## src/rtl/disp_dec_pkg.sv

```systemverilog
// disp_dec_pkg: segment type and active-low seven-segment patterns, order {g,f,e,d,c,b,a}.
package disp_dec_pkg;

    typedef logic [6:0] seg_t;

    localparam seg_t SEG_0     = 7'h40;
    localparam seg_t SEG_1     = 7'h79;
    localparam seg_t SEG_2     = 7'h24;
    localparam seg_t SEG_3     = 7'h30;
    localparam seg_t SEG_4     = 7'h19;
    localparam seg_t SEG_5     = 7'h12;
    localparam seg_t SEG_6     = 7'h02;
    localparam seg_t SEG_7     = 7'h78;
    localparam seg_t SEG_8     = 7'h00;
    localparam seg_t SEG_9     = 7'h10;
    localparam seg_t SEG_MINUS = 7'h3F;
    localparam seg_t SEG_BLANK = 7'h7F;

    function automatic seg_t seg_of(input logic [3:0] d);
        case (d)
            4'd0:    seg_of = SEG_0;
            4'd1:    seg_of = SEG_1;
            4'd2:    seg_of = SEG_2;
            4'd3:    seg_of = SEG_3;
            4'd4:    seg_of = SEG_4;
            4'd5:    seg_of = SEG_5;
            4'd6:    seg_of = SEG_6;
            4'd7:    seg_of = SEG_7;
            4'd8:    seg_of = SEG_8;
            4'd9:    seg_of = SEG_9;
            default: seg_of = SEG_BLANK;
        endcase
    endfunction

endpackage

```

## src/rtl/disp_dec_digit.sv

```systemverilog
// disp_dec_digit: one decimal stage; shows v mod 10 and forwards v/10 plus a still-pending sign.
// With DISP_DEC_LZB_EN, a zero non-first stage becomes the minus (or blank) and consumes the sign.
module disp_dec_digit
    import disp_dec_pkg::*;
(
    input  logic [7:0] val_i,
    input  logic       sign_i,
    input  logic       first_i,
    output seg_t       seg_o,
    output logic [7:0] quo_o,
    output logic       pend_o
);
    logic [3:0] dig;
    assign dig   = 4'(val_i % 8'd10);
    assign quo_o = val_i / 8'd10;
`ifdef DISP_DEC_LZB_EN
    logic show;
    assign show   = first_i || (val_i != 8'd0);
    assign seg_o  = show ? seg_of(dig) : (sign_i ? SEG_MINUS : SEG_BLANK);
    assign pend_o = show && sign_i;
`else
    logic unused_first;
    assign unused_first = first_i;
    assign seg_o        = seg_of(dig);
    assign pend_o       = sign_i;
`endif
endmodule

```

## src/rtl/disp_dec.sv

```systemverilog
// disp_dec: registered signed 8-bit to 4-position seven-segment decoder, latency 1.
// Optional leading-zero blanking with DISP_DEC_LZB_EN; ACTIVE_LOW=0 inverts all segments.
module disp_dec
    import disp_dec_pkg::*;
#(
    parameter bit ACTIVE_LOW = 1'b1
) (
    input  logic       clk,
    input  logic       rst,
    input  logic [7:0] num,
    output logic       sign,
    output logic [7:0] mag,
    output seg_t       hex0,
    output seg_t       hex1,
    output seg_t       hex2,
    output seg_t       hex3
);
    localparam seg_t BLANK = ACTIVE_LOW ? SEG_BLANK : ~SEG_BLANK;

    logic            sign_d, sign_q;
    logic [7:0]      mag_d, mag_q;
    logic [3:0][6:0] hex_d, hex_q;
    logic [3:0][7:0] val;
    logic [3:0]      pend;
    logic [2:0][6:0] seg;
    logic [7:0]      unused_val;

    // 8-bit negate wraps -128 to 8'h80, which reads as 128 unsigned.
    assign sign_d     = num[7];
    assign mag_d      = num[7] ? -num : num;
    assign val[0]     = mag_d;
    assign pend[0]    = sign_d;
    assign unused_val = val[3];

    for (genvar i = 0; i < 3; i++) begin : g_dig
        disp_dec_digit u_dig (
            .val_i  (val[i]),
            .sign_i (pend[i]),
            .first_i(1'(i == 0)),
            .seg_o  (seg[i]),
            .quo_o  (val[i+1]),
            .pend_o (pend[i+1])
        );
        assign hex_d[i] = ACTIVE_LOW ? seg[i] : ~seg[i];
    end

    assign hex_d[3] = ACTIVE_LOW ? (pend[3] ? SEG_MINUS : SEG_BLANK)
                                 : ~(pend[3] ? SEG_MINUS : SEG_BLANK);

    always_ff @(posedge clk or posedge rst) begin
        if (rst) begin
            sign_q <= 1'b0;
            mag_q  <= 8'd0;
            hex_q  <= {4{BLANK}};
        end else begin
            sign_q <= sign_d;
            mag_q  <= mag_d;
            hex_q  <= hex_d;
        end
    end

    assign sign = sign_q;
    assign mag  = mag_q;
    assign hex0 = hex_q[0];
    assign hex1 = hex_q[1];
    assign hex2 = hex_q[2];
    assign hex3 = hex_q[3];
endmodule

```

## config.mk

```make
export PLATFORM = sky130hd
export DESIGN_NAME = disp_dec
export DESIGN_NICKNAME = d
export VERILOG_FILES = /design/src/rtl/disp_dec_pkg.sv /design/src/rtl/disp_dec_digit.sv /design/src/rtl/disp_dec.sv
export SDC_FILE = /design/constraint.sdc
export NUM_CORES = 1
export LEC_CHECK = 0
export ABC_AREA = 1
export CAP_MARGIN = 15
export CORE_MARGIN = 4
export CORE_UTILIZATION = 40
export CTS_CLUSTER_DIAMETER = 100
export DETAILED_ROUTE_END_ITERATION = 12
export HOLD_SLACK_MARGIN = 0.12
export PLACE_DENSITY = 0.65
export REMOVE_ABC_BUFFERS = 1
export SLEW_MARGIN = 0
export SYNTH_ARGS = -nofsm -noshare
export SYNTH_HDL_FRONTEND = slang
export SYNTH_SLANG_ARGS = --single-unit
```

## constraint.sdc

```tcl
create_clock -name clk -period 2.2 [get_ports clk]
set_clock_uncertainty 0.15 [all_clocks]
set_input_delay 0.33 -clock clk [delete_from_list [all_inputs] [get_ports clk]]
set_output_delay 0.33 -clock clk [all_outputs]
set_load 0.01 [all_outputs]
```

Word level (Yosys, flattened, before mapping). Memories as Yosys holds them, arrays and structs flattened. A register that Yosys moved wholly into a read port is not among the register bits. Cells that the tools add are included.

ROM bits: 336. Memories kept: 3. Word-level logic and storage cells: 14. Latch bits: 0. Input port bits: 10. Output and inout port bits: 37. Bits in writable memories: 0. Bits in registers: 16.

Memory list: (no name shown) (depth 16, width 7, read ports 1, clocked after Yosys merged registers in 1, wr ports 0, line disp_dec_pkg.sv:20) `case (d)`; (no name shown) (depth 16, width 7, read ports 1, clocked after Yosys merged registers in 1, wr ports 0, line disp_dec_pkg.sv:20); (no name shown) (depth 16, width 7, read ports 1, clocked after Yosys merged registers in 1, wr ports 0, line disp_dec_pkg.sv:20).

Divide/modulo/power cells: 5. Bitwise gates (word level): 0. Muxes and demuxes: 2. Reduce and logical (&&, ||, !) cells: 0. $lt $le $gt $ge: 0. Add/subtract/negate cells: 1. $mul: 0. Shift-type cells: 0. Equality and inequality tests: 0.

Operators by type and width (count): 8-bit by 4-bit remainder unit with 8-bit output (second input constant) (3); 8-bit by 4-bit divider with 8-bit output (second input constant) (2); 8-bit two-way mux (1); 8-bit negator (1); 7-bit two-way mux (1).

Longest topological paths before layout. Gate-level depths: netlist (run 1).

Depth after elaboration: 5. Mapped depth: 37. Gate-level depth less buffers: 37.

Hierarchy. A second synthesis (run 1) with hierarchy kept.

Cells, all modules: 427. Area, all modules: 3199.3 µm².

Modules (own cells, without submodules): disp_dec_digit (instances 3, cells each 116, seq. area each 0.0 µm², area each 715.7 µm²); disp_dec (instances 1, cells each 79, seq. area each 803.3 µm², area each 1052.3 µm²).

Worst setup path after synthesis (run 1). OpenSTA, ideal clock, no wires.

Path kind: input to register. Start point: input port num[0]. End point: register hex_q (netlist bit hex1[3]). Required time: 1.969 ns. Library setup time: 0.081 ns. Stages: 34. Slack: -1.912 ns. Buffers on the path: 0. Arrival: 3.881 ns. Path through: inv_2 -> ha_1 -> nand3_2 -> nand2_2 -> nand2_2 -> nand2_4 -> inv_1 -> ha_1 -> o21ai_1 -> inv_2 -> nand2_2 -> nand2_1 -> nand2_2 -> nand3_2 -> nand2_4 -> nand2_4 -> nand2_1 -> nand2_1 -> inv_1 -> ha_1 -> nand2_1 -> inv_1 -> nand3_1 -> nand3_4 -> inv_4 -> nand2_1 -> nand2_2 -> nand2_4 -> xor2_2 -> ha_1 -> inv_1 -> nand2_1 -> nand3_1 -> nand2_1.

Word-level cells in the longest chain between the ends: 4.

Ends and longest elaborated chain: from (decl) (line disp_dec.sv:10) `input logic [7:0] num,`; 8-bit negator (line disp_dec.sv:30) `assign mag_d = num[7] ? -num : num;`; 8-bit two-way mux (line disp_dec.sv:30); named net g_dig[0].u_dig.val_i[6] (line disp_dec_digit.sv:6) `input logic [7:0] val_i,`; 8-bit by 4-bit divider with 8-bit output (line disp_dec_digit.sv:15) `assign quo_o = val_i / 8'd10;`; 8-bit by 4-bit remainder unit with 8-bit output (line disp_dec_digit.sv:14) `assign dig = 4'(val_i % 8'd10);`; to (decl) (line disp_dec.sv:22) `logic [3:0][6:0] hex_d, hex_q;`.

The timed path passes the listed nets, and every way through them passes these cells.

Worst setup path in the final report (run 1).
Start point: input port num[1]. End point: register hex_q (netlist bit hex0[3]).

Word-level cells in the longest chain between the ends: 3.

Ends and longest elaborated chain (line): 8-bit negator (disp_dec.sv:30); 8-bit two-way mux (disp_dec.sv:30); named net g_dig[0].u_dig.val_i[5] (disp_dec_digit.sv:6); 8-bit by 4-bit remainder unit with 8-bit output (disp_dec_digit.sv:14).

The timed path passes the listed nets, and every way through them passes these cells.

==> results of run 1 <==
## worst max-delay path: cells and delay by family
kind,cells,cell delay [ns]
AO/OA/AOI/OAI,1,0.16
adder cells (fa/ha/maj),3,0.66
buffers and inverters,7,0.54
AND/OR/NAND/NOR,23,2.04
## cells in the final DEF, fill, tap and decap left out, drive strengths merged, types with 2 or more instances in the layout
master and count:
nand3b 4, clkbuf 5, dfrtp 9, conb 7, nand3 36, o21ai 8, clkinv 2, dfstp 21
clkdlybuf4s50 32, nor2 14, buf 83, nand2 85, inv 49, xor2 4, ha 19, nand4 4
## power by group through the flow
stage	Combinational (W)	Clock (W)	Sequential, W
2_1_floorplan	0.000921	0	0.000947
3_3_place_gp	0.00168	0	0.000848
3_5_place_dp	0.00171	0	0.000852
4_1_cts	0.00216	0.000567	0.000843
5_1_grt	0.00267	0.000594	0.000858
6_report	0.00247	0.000556	0.000842
## registers in the layout, summed over array words and instances, names as in the netlist
name  cells
hex1      7
hex2      6
sign      1
hex3      1
hex0      7
mag       8
## per-layer routing
layer,part of all wire [%],routed length (um),vias to the layer above,global-route usage [%]
li1,-,-,1059,-
met1,40,2600,1031,22.2
met2,54,3520,55,35.7
met3,3.6,235,16,3.80
met4,3.0,200,0,9.80
met5,0,0,-,0
## worst max-delay path by stage
stage	endpoint	slack, ns	cells past startpoint
6_report	hex0[3]$_DFF_PP1_	-1.43	34
5_1_grt	hex0[3]$_DFF_PP1_	-1.61	34
4_1_cts	hex0[3]$_DFF_PP1_	-1.20	34
3_5_place_dp	hex0[0]$_DFF_PP1_	-2.34	36
3_3_place_gp	hex0[3]$_DFF_PP1_	-2.22	34
2_1_floorplan	hex1[3]$_DFF_PP1_	-1.91	34
## cells by family (layout without fill, tap and decap cells)
group | Yosys count | in the layout | share of synthesized area [%]
other | 2 | 7 | 0.338
xor gates and xnor gates | 5 | 5 | 2.31
AOI/OAI and AO/OA | 11 | 11 | 4.11
adders and majority gates | 19 | 19 | 10.7
and+or+nand+nor | 144 | 144 | 36.1
DFF | 30 | 30 | 34.9
buffers and inverters | 57 | 174 | 11.5
## layout make-up
type                            instances  share of cell area [%]
Multi-Input combinational cell        186                    43.9
Tap cell                               70                    2.24
Clock buffer                            5                    1.76
Clock inverter                          3                    1.02
Timing Repair Buffer                  117                    25.7
Inverter                               49                    5.48
Sequential cell                        30                    19.9
## per-stage QoR
step / hold slack [ns] / utilization (%)
after floorplan: 0.211 / -
after global placement: 0.583 / 58.1
after detailed placement: 0.578 / 58.1
after CTS: 0.130 / 69.9
after global routing: 0.131 / 74.6
final: 0.141 / 74.6
## what timing repair did
| action | CTS | global route |
|---|---|---|
| buffers inserted | 22 | 7 |
| gates resized for setup | 122 | 41 |
| pin swaps | 46 | 25 |
| setup endpoints to repair | 18 | 18 |
==> results.cfg, run 1 <==
[worst_setup_path]
cp_max_fo = 5
startpoint = num[1]
start_kind = primary input
crit_top_cell = nand2_4
endpoint_kind = flip-flop
crit_type = in2reg
cp.arrival_ns = 3.72
slowest_delay_ns = 0.28
cp_slowest_cell = ha_4
worst_ep_required_time_ns = 2.29

[final_layout]
seqCellArea_um2 = 777
areaGrowthSynthToFinish_pct = 75.7
stdcell_count = 460
antennaDiodeCount = 0
multi_input_area_um2 = 1720
fin_area_um2 = 3910
nFillCells = 329
fin_nets = 418
drive_gt1_share_pct = 64.1

[drt]
drcViolationCount = 0
drt_pass1_iterations = 5
drt_wl_total_um = 6560
antenna_left = 0
routed_via_density = 4.70
first_iter_violations = 31
wl_per_cell_um = 14.3
vias = 2161

[sta]
setup_tns_ns = -23.26
period_minus_slack_ns = 3.63
hold_viol = 0
fmax_ghz = 0.275
setup_viol = 18
setup_ws_ns = -1.43
slew_viol_final = 0
rsz0062_at_grt = true
finalCritPeriodShare_pct = 165

[floorplan]
pin_count = 47
die-area_um2 = 6820
start_util_pct = 42.5
num_rows = 26
design.core.area_um2 = 5240
die_h_um = 82.6
die_x_um = 82.6

[placement]
placed_cell_area_um2 = 3040
portBuffers = 40
place_hpwl_um = 3610
dp.cells = 425
gp_congestion = 0.817
preCtsSetupSlack_ns = -2.34

[min_path]
min_from = num[0]
min_path_cells = 2
min_to = mag[0]$_DFF_PP0_
hp-class = in2reg

[power]
power_frac_comb_pct = 63.8
powerDensity_nw_per_um2 = 989
switching_power_w = 0.00159
ir_drop_uv = 765
clock_power_share_pct = 14.4
p_seq_share_pct = 21.8
cellInternalPower_w = 0.00227
p_sw_share_pct = 41.2
p_leak_nw = 1.91
finalPower_w = 0.00386

[synthesis]
synth_area_um2 = 2220
synth.area.top_cells = dfstp_2 25%, ha_1 11%, dfrtp_1 10%, nand2_1 9.6%, inv_1 6.4%
synth_top_area_share_pct = 24.8
synth_warnings = 0
ys_ff_latch = 30
synthArstFlopShare_pct = 100
synthCells = 268
synth_seq_area_share_pct = 34.9
synth_largest_area_cell = dfstp_2
synth_flop_cell = dfstp_2
netlist-cell-type-count = 31
synth-edff-count = 0
synth.most_common_cell = nand2_1
synth_commonest_cells = 57 x nand2_1, 38 x inv_1, 28 x nand3_1, 21 x dfstp_2, 19 x ha_1
syn_avg_cell_area_um2 = 8.30

[clocking]
ctsHoldBuffers = 0
clk_path_buf_depth = 2
cts_buffers = 5
cts_tree = done
cts_sinks = 30
htree_levels = 2
clkTransAtPathRegs_ns = 0.07
cts_root_buf = clkbuf_8

[job]
maxCapViolations = 0

[global_routing]
antenna_found_initial = 0
grt_pass1_wl_um = 10100
grt_max_degree = 31
grt.overflow.total = 0
grt_pass1_vias = 2171
grtUsageTotal_pct = 19.8

[status]
failed_checks = setup timing
status = finished with violations
(Power assumes the default switching activity.)
==> run 2: changes to the inputs <==
Settings changed: CORE_UTILIZATION 40 to 35, PLACE_DENSITY 0.65 to unset.
==> results.cfg, run 2 (synthesis results as in run 1) <==
[status]
status = finished with violations
failed_checks = setup timing

[floorplan]
die_h_um = 87.7
num_rows = 28
design.core.area_um2 = 6030
start_util_pct = 36.9
pin_count = 47
die-area_um2 = 7690
die_x_um = 87.7

[clocking]
cts_root_buf = clkbuf_8
cts_tree = done
cts_buffers = 5
ctsHoldBuffers = 0
clkTransAtPathRegs_ns = 0.07
cts_sinks = 30
htree_levels = 2
clk_path_buf_depth = 2

[global_routing]
grt_pass1_wl_um = 8750
grt_pass1_vias = 1994
grt.overflow.total = 0
grt_max_degree = 31
grtUsageTotal_pct = 14.2
antenna_found_initial = 0

[drt]
routed_via_density = 4.56
drt_pass1_iterations = 4
drcViolationCount = 0
drt_wl_total_um = 5590
wl_per_cell_um = 12.2
first_iter_violations = 37
vias = 2085
antenna_left = 0

[final_layout]
stdcell_count = 457
drive_gt1_share_pct = 60.2
antennaDiodeCount = 0
mostFrequentLayoutCell = buf_4
largest_reg_flops = 8
fin_area_um2 = 3730
areaGrowthSynthToFinish_pct = 68.0
mostFrequentLayoutCells = 66 x buf_4, 38 x nand2_1, 32 x clkdlybuf4s50_1
fin_nets = 410

[worst_setup_path]
start_kind = primary input
endpoint_kind = flip-flop
slowest_delay_ns = 0.24
cp_slowest_cell = ha_4
crit_type = in2reg
worst_ep_required_time_ns = 2.28
cp.arrival_ns = 3.55
crit_top_cell = nand2_4
cp_max_fo = 6

[sta]
period_minus_slack_ns = 3.48
setup_tns_ns = -20.67
hold_viol = 0
slew_viol_final = 0
finalCritPeriodShare_pct = 158
setup_ws_ns = -1.28
setup_viol = 18
rsz0062_at_grt = true
fmax_ghz = 0.288

[placement]
place_hpwl_um = 3740
preCtsSetupSlack_ns = -2.35
placed_cell_area_um2 = 3060
portBuffers = 40
gp_congestion = 0.815
dp.cells = 432

[power]
power_frac_comb_pct = 64.1
ir_drop_uv = 726
p_seq_share_pct = 23.1
p_sw_share_pct = 41.0
powerDensity_nw_per_um2 = 976
clock_power_share_pct = 12.7
cellInternalPower_w = 0.00215
p_leak_nw = 1.85
finalPower_w = 0.00364
switching_power_w = 0.00149

[min_path]
hp-class = in2reg

[job]
maxCapViolations = 0
-- run 2: final cells by class --
class                           count  area, um^2
Clock inverter                      2        12.5
Inverter                           49         216
Fill cell                         489        2290
Timing Repair Buffer              109         937
Tap cell                           75        93.8
Sequential cell                    30         777
Multi-Input combinational cell    186        1620
Clock buffer                        6        82.6
-- run 2: worst max-delay path, delay by kind of cell --
family | cells | cell delay [ns]
simple gates | 23 | 1.83
fa+ha+maj | 4 | 0.69
buf+inv | 8 | 0.54
compound gates | 1 | 0.14
-- run 2: final timing paths --
path / from / end / slack (ns) / depth (start not counted)
min in group asynchronous: rst / mag[6]$_DFF_PP0_ / 0.28 / 3
worst min-delay path: num[0] / mag[0]$_DFF_PP0_ / 0.15 / 2
max in group asynchronous: rst / hex1[1]$_DFF_PP1_ / 1.29 / 3
worst max-delay path: num[0] / hex0[1]$_DFF_PP1_ / -1.28 / 36
-- run 2: power by group through the flow --
stage | logic, W | registers (W) | clock network [W]
2_1_floorplan | 0.000921 | 0.000947 | 0
3_5_place_dp | 0.00172 | 0.000855 | 0
3_3_place_gp | 0.00169 | 0.000850 | 0
6_report | 0.00234 | 0.000842 | 0.000465
4_1_cts | 0.00188 | 0.000846 | 0.000475
5_1_grt | 0.00255 | 0.000861 | 0.000503
-- run 2: through the flow --
step	util [%]	hold slack [ns]
finish	62.0	0.146
global route	62.0	0.139
CTS	56.5	0.121
detailed placement	50.8	0.585
global placement	50.8	0.575
floorplan	-	0.211
-- run 2: timing repair --
action / CTS / global route
pin swaps: 29 / 37
setup endpoints to repair: 18 / 18
buffers inserted: 10 / 7
gates resized for setup: 78 / 65
endpoints found under the hold margin: 0 / 0
-- run 2: layer usage --
metal / vias to the layer above / track usage (%) / routed length [um]
met1: 977 / 16.4 / 2120
li1: 1047 / - / -
met5: - / 0 / 0
met2: 46 / 25.3 / 3070
met4: 0 / 6.56 / 179
met3: 15 / 2.35 / 220
==> run 3: changes to the inputs <==
Clock period 2.2 ns to 4.2 ns, I/O delays scaled along.
==> results.cfg, run 3 (synthesis results as in run 1) <==
[global_routing]
grt_pass1_vias = 1985
grt_max_degree = 25
antenna_found_initial = 0
grt_pass1_wl_um = 8500
grtUsageTotal_pct = 14.0
grt.overflow.total = 0

[drt]
antenna_left = 0
routed_via_density = 4.47
drt_pass1_iterations = 4
vias = 2012
drt_wl_total_um = 5230
first_iter_violations = 44
drcViolationCount = 0
wl_per_cell_um = 11.6

[status]
status = completed

[clocking]
clkTransAtPathRegs_ns = 0.07
cts_root_buf = clkbuf_8
clk_path_buf_depth = 2
cts_sinks = 30
cts_tree = done
htree_levels = 2
cts_buffers = 5

[final_layout]
antennaDiodeCount = 0
final_util_pct = 57.7
mostFrequentLayoutCells = 59 x buf_4, 47 x nand2_1, 32 x clkdlybuf4s50_1
stdcell_count = 450
nFillCells = 509
fin_nets = 403
mostFrequentLayoutCell = buf_4
areaGrowthSynthToFinish_pct = 56.5
largest_reg_flops = 8
drive_gt1_share_pct = 50.4

[sta]
slew_headroom_pct = 40.9
period_minus_slack_ns = 3.98
setup_viol = 0
fmax_ghz = 0.251
slew_viol_final = 0
hold_viol = 0
finalCritPeriodShare_pct = 94.8
setup_tns_ns = 0
worst_pin_slew_ns = 0.886

[worst_setup_path]
crit_top_cell = nand2_4
endpoint_kind = flip-flop
cp.arrival_ns = 4.05
cp_slowest_cell = ha_4
cp_max_fo = 4
start_kind = primary input
slowest_delay_ns = 0.25
worst_ep_required_time_ns = 4.27
crit_type = in2reg

[floorplan]
start_util_pct = 36.9
num_rows = 28
pin_count = 47
design.core.area_um2 = 6030
die_x_um = 87.7
die-area_um2 = 7690
die_h_um = 87.7

[placement]
portBuffers = 40
dp.cells = 426
gp_congestion = 0.848
place_hpwl_um = 3810

[power]
powerDensity_nw_per_um2 = 518
ir_drop_uv = 384
p_leak_nw = 1.79

[job]
maxCapViolations = 0

[min_path]
hp-class = in2reg
## run 3: cell count changes in the layout (fill, tap and decap cells not counted), moves of 4 or more
| cell | change |
|---|---|
| nand2_1 | +9 |
| nand3_1 | +8 |
| buf_4 | -7 |
| ha_1 | +7 |
| nand3_2 | -7 |
| inv_1 | +6 |
| inv_4 | -5 |
| nand2_2 | -5 |
| clkbuf_2 | +4 |
| ha_4 | -4 |
| nand2_4 | -4 |
## run 3: metrics by stage
stage,hold WS (ns),worst slack (ns),power (W),area (um^2)
detailed placement,1.04,-0.669,0.00134,3020
global route,0.451,-0.0616,0.00194,3480
finish,0.442,0.218,0.00180,3480
global placement,1.02,-0.560,0.00133,3020
floorplan,0.511,-0.212,0.000978,2180
CTS,0.565,0.0179,0.00170,3280
## run 3: final timing paths
check                       start           endpoint  depth (start not counted)
min in group asynchronous     rst   mag[3]$_DFF_PP0_                          2
worst min-delay path       num[0]   mag[0]$_DFF_PP0_                          2
max in group asynchronous     rst  hex0[0]$_DFF_PP1_                          3
worst max-delay path       num[4]  hex0[0]$_DFF_PP1_                         35
## run 3: area by class of cell
cell class	instances	area (um^2)	area share (%)
clock inverter	3	40.0	1.15
sequential	30	777	22.3
timing repair buffer	102	861	24.7
clock buffer	5	68.8	1.98
multi-input combinational	186	1440	41.4
tap	75	93.8	2.70
inverter	49	199	5.72
## run 3: routing by layer
| metal | share of wire [%] | routed length [um] | track usage [%] | vias to the layer above |
|---|---|---|---|---|
| li1 | - | - | - | 1028 |
| met1 | 41 | 2130 | 15.7 | 934 |
| met5 | 0 | 0 | 0 | - |
| met4 | 2.5 | 132 | 6.56 | 0 |
| met2 | 53 | 2780 | 25.3 | 38 |
| met3 | 3.6 | 190 | 2.63 | 12 |
## run 3: repair_timing
item | 4_1_cts | 5_1_grt
hold buffers | 0 | 0
pin swaps | 13 | 27
resized for setup | 21 | 56
buffers inserted | 11 | 5
endpoints found under the setup margin | 14 | 14
## run 3: power breakdown
part           internal, W  leakage [nW]  switching (W)
Combinational     0.000503          1.41       0.000569
Clock             0.000174        0.0579       0.000114
Sequential        0.000422         0.329      0.0000197
Total              0.00110          1.79       0.000703
## run 3: critical path, delay by kind of cell
family	cells	cell delay (ns)
adder cells (fa/ha/maj)	2	0.41
buffers and inverters	11	1.17
AND/OR/NAND/NOR	21	1.68
AO/OA/AOI/OAI	1	0.16
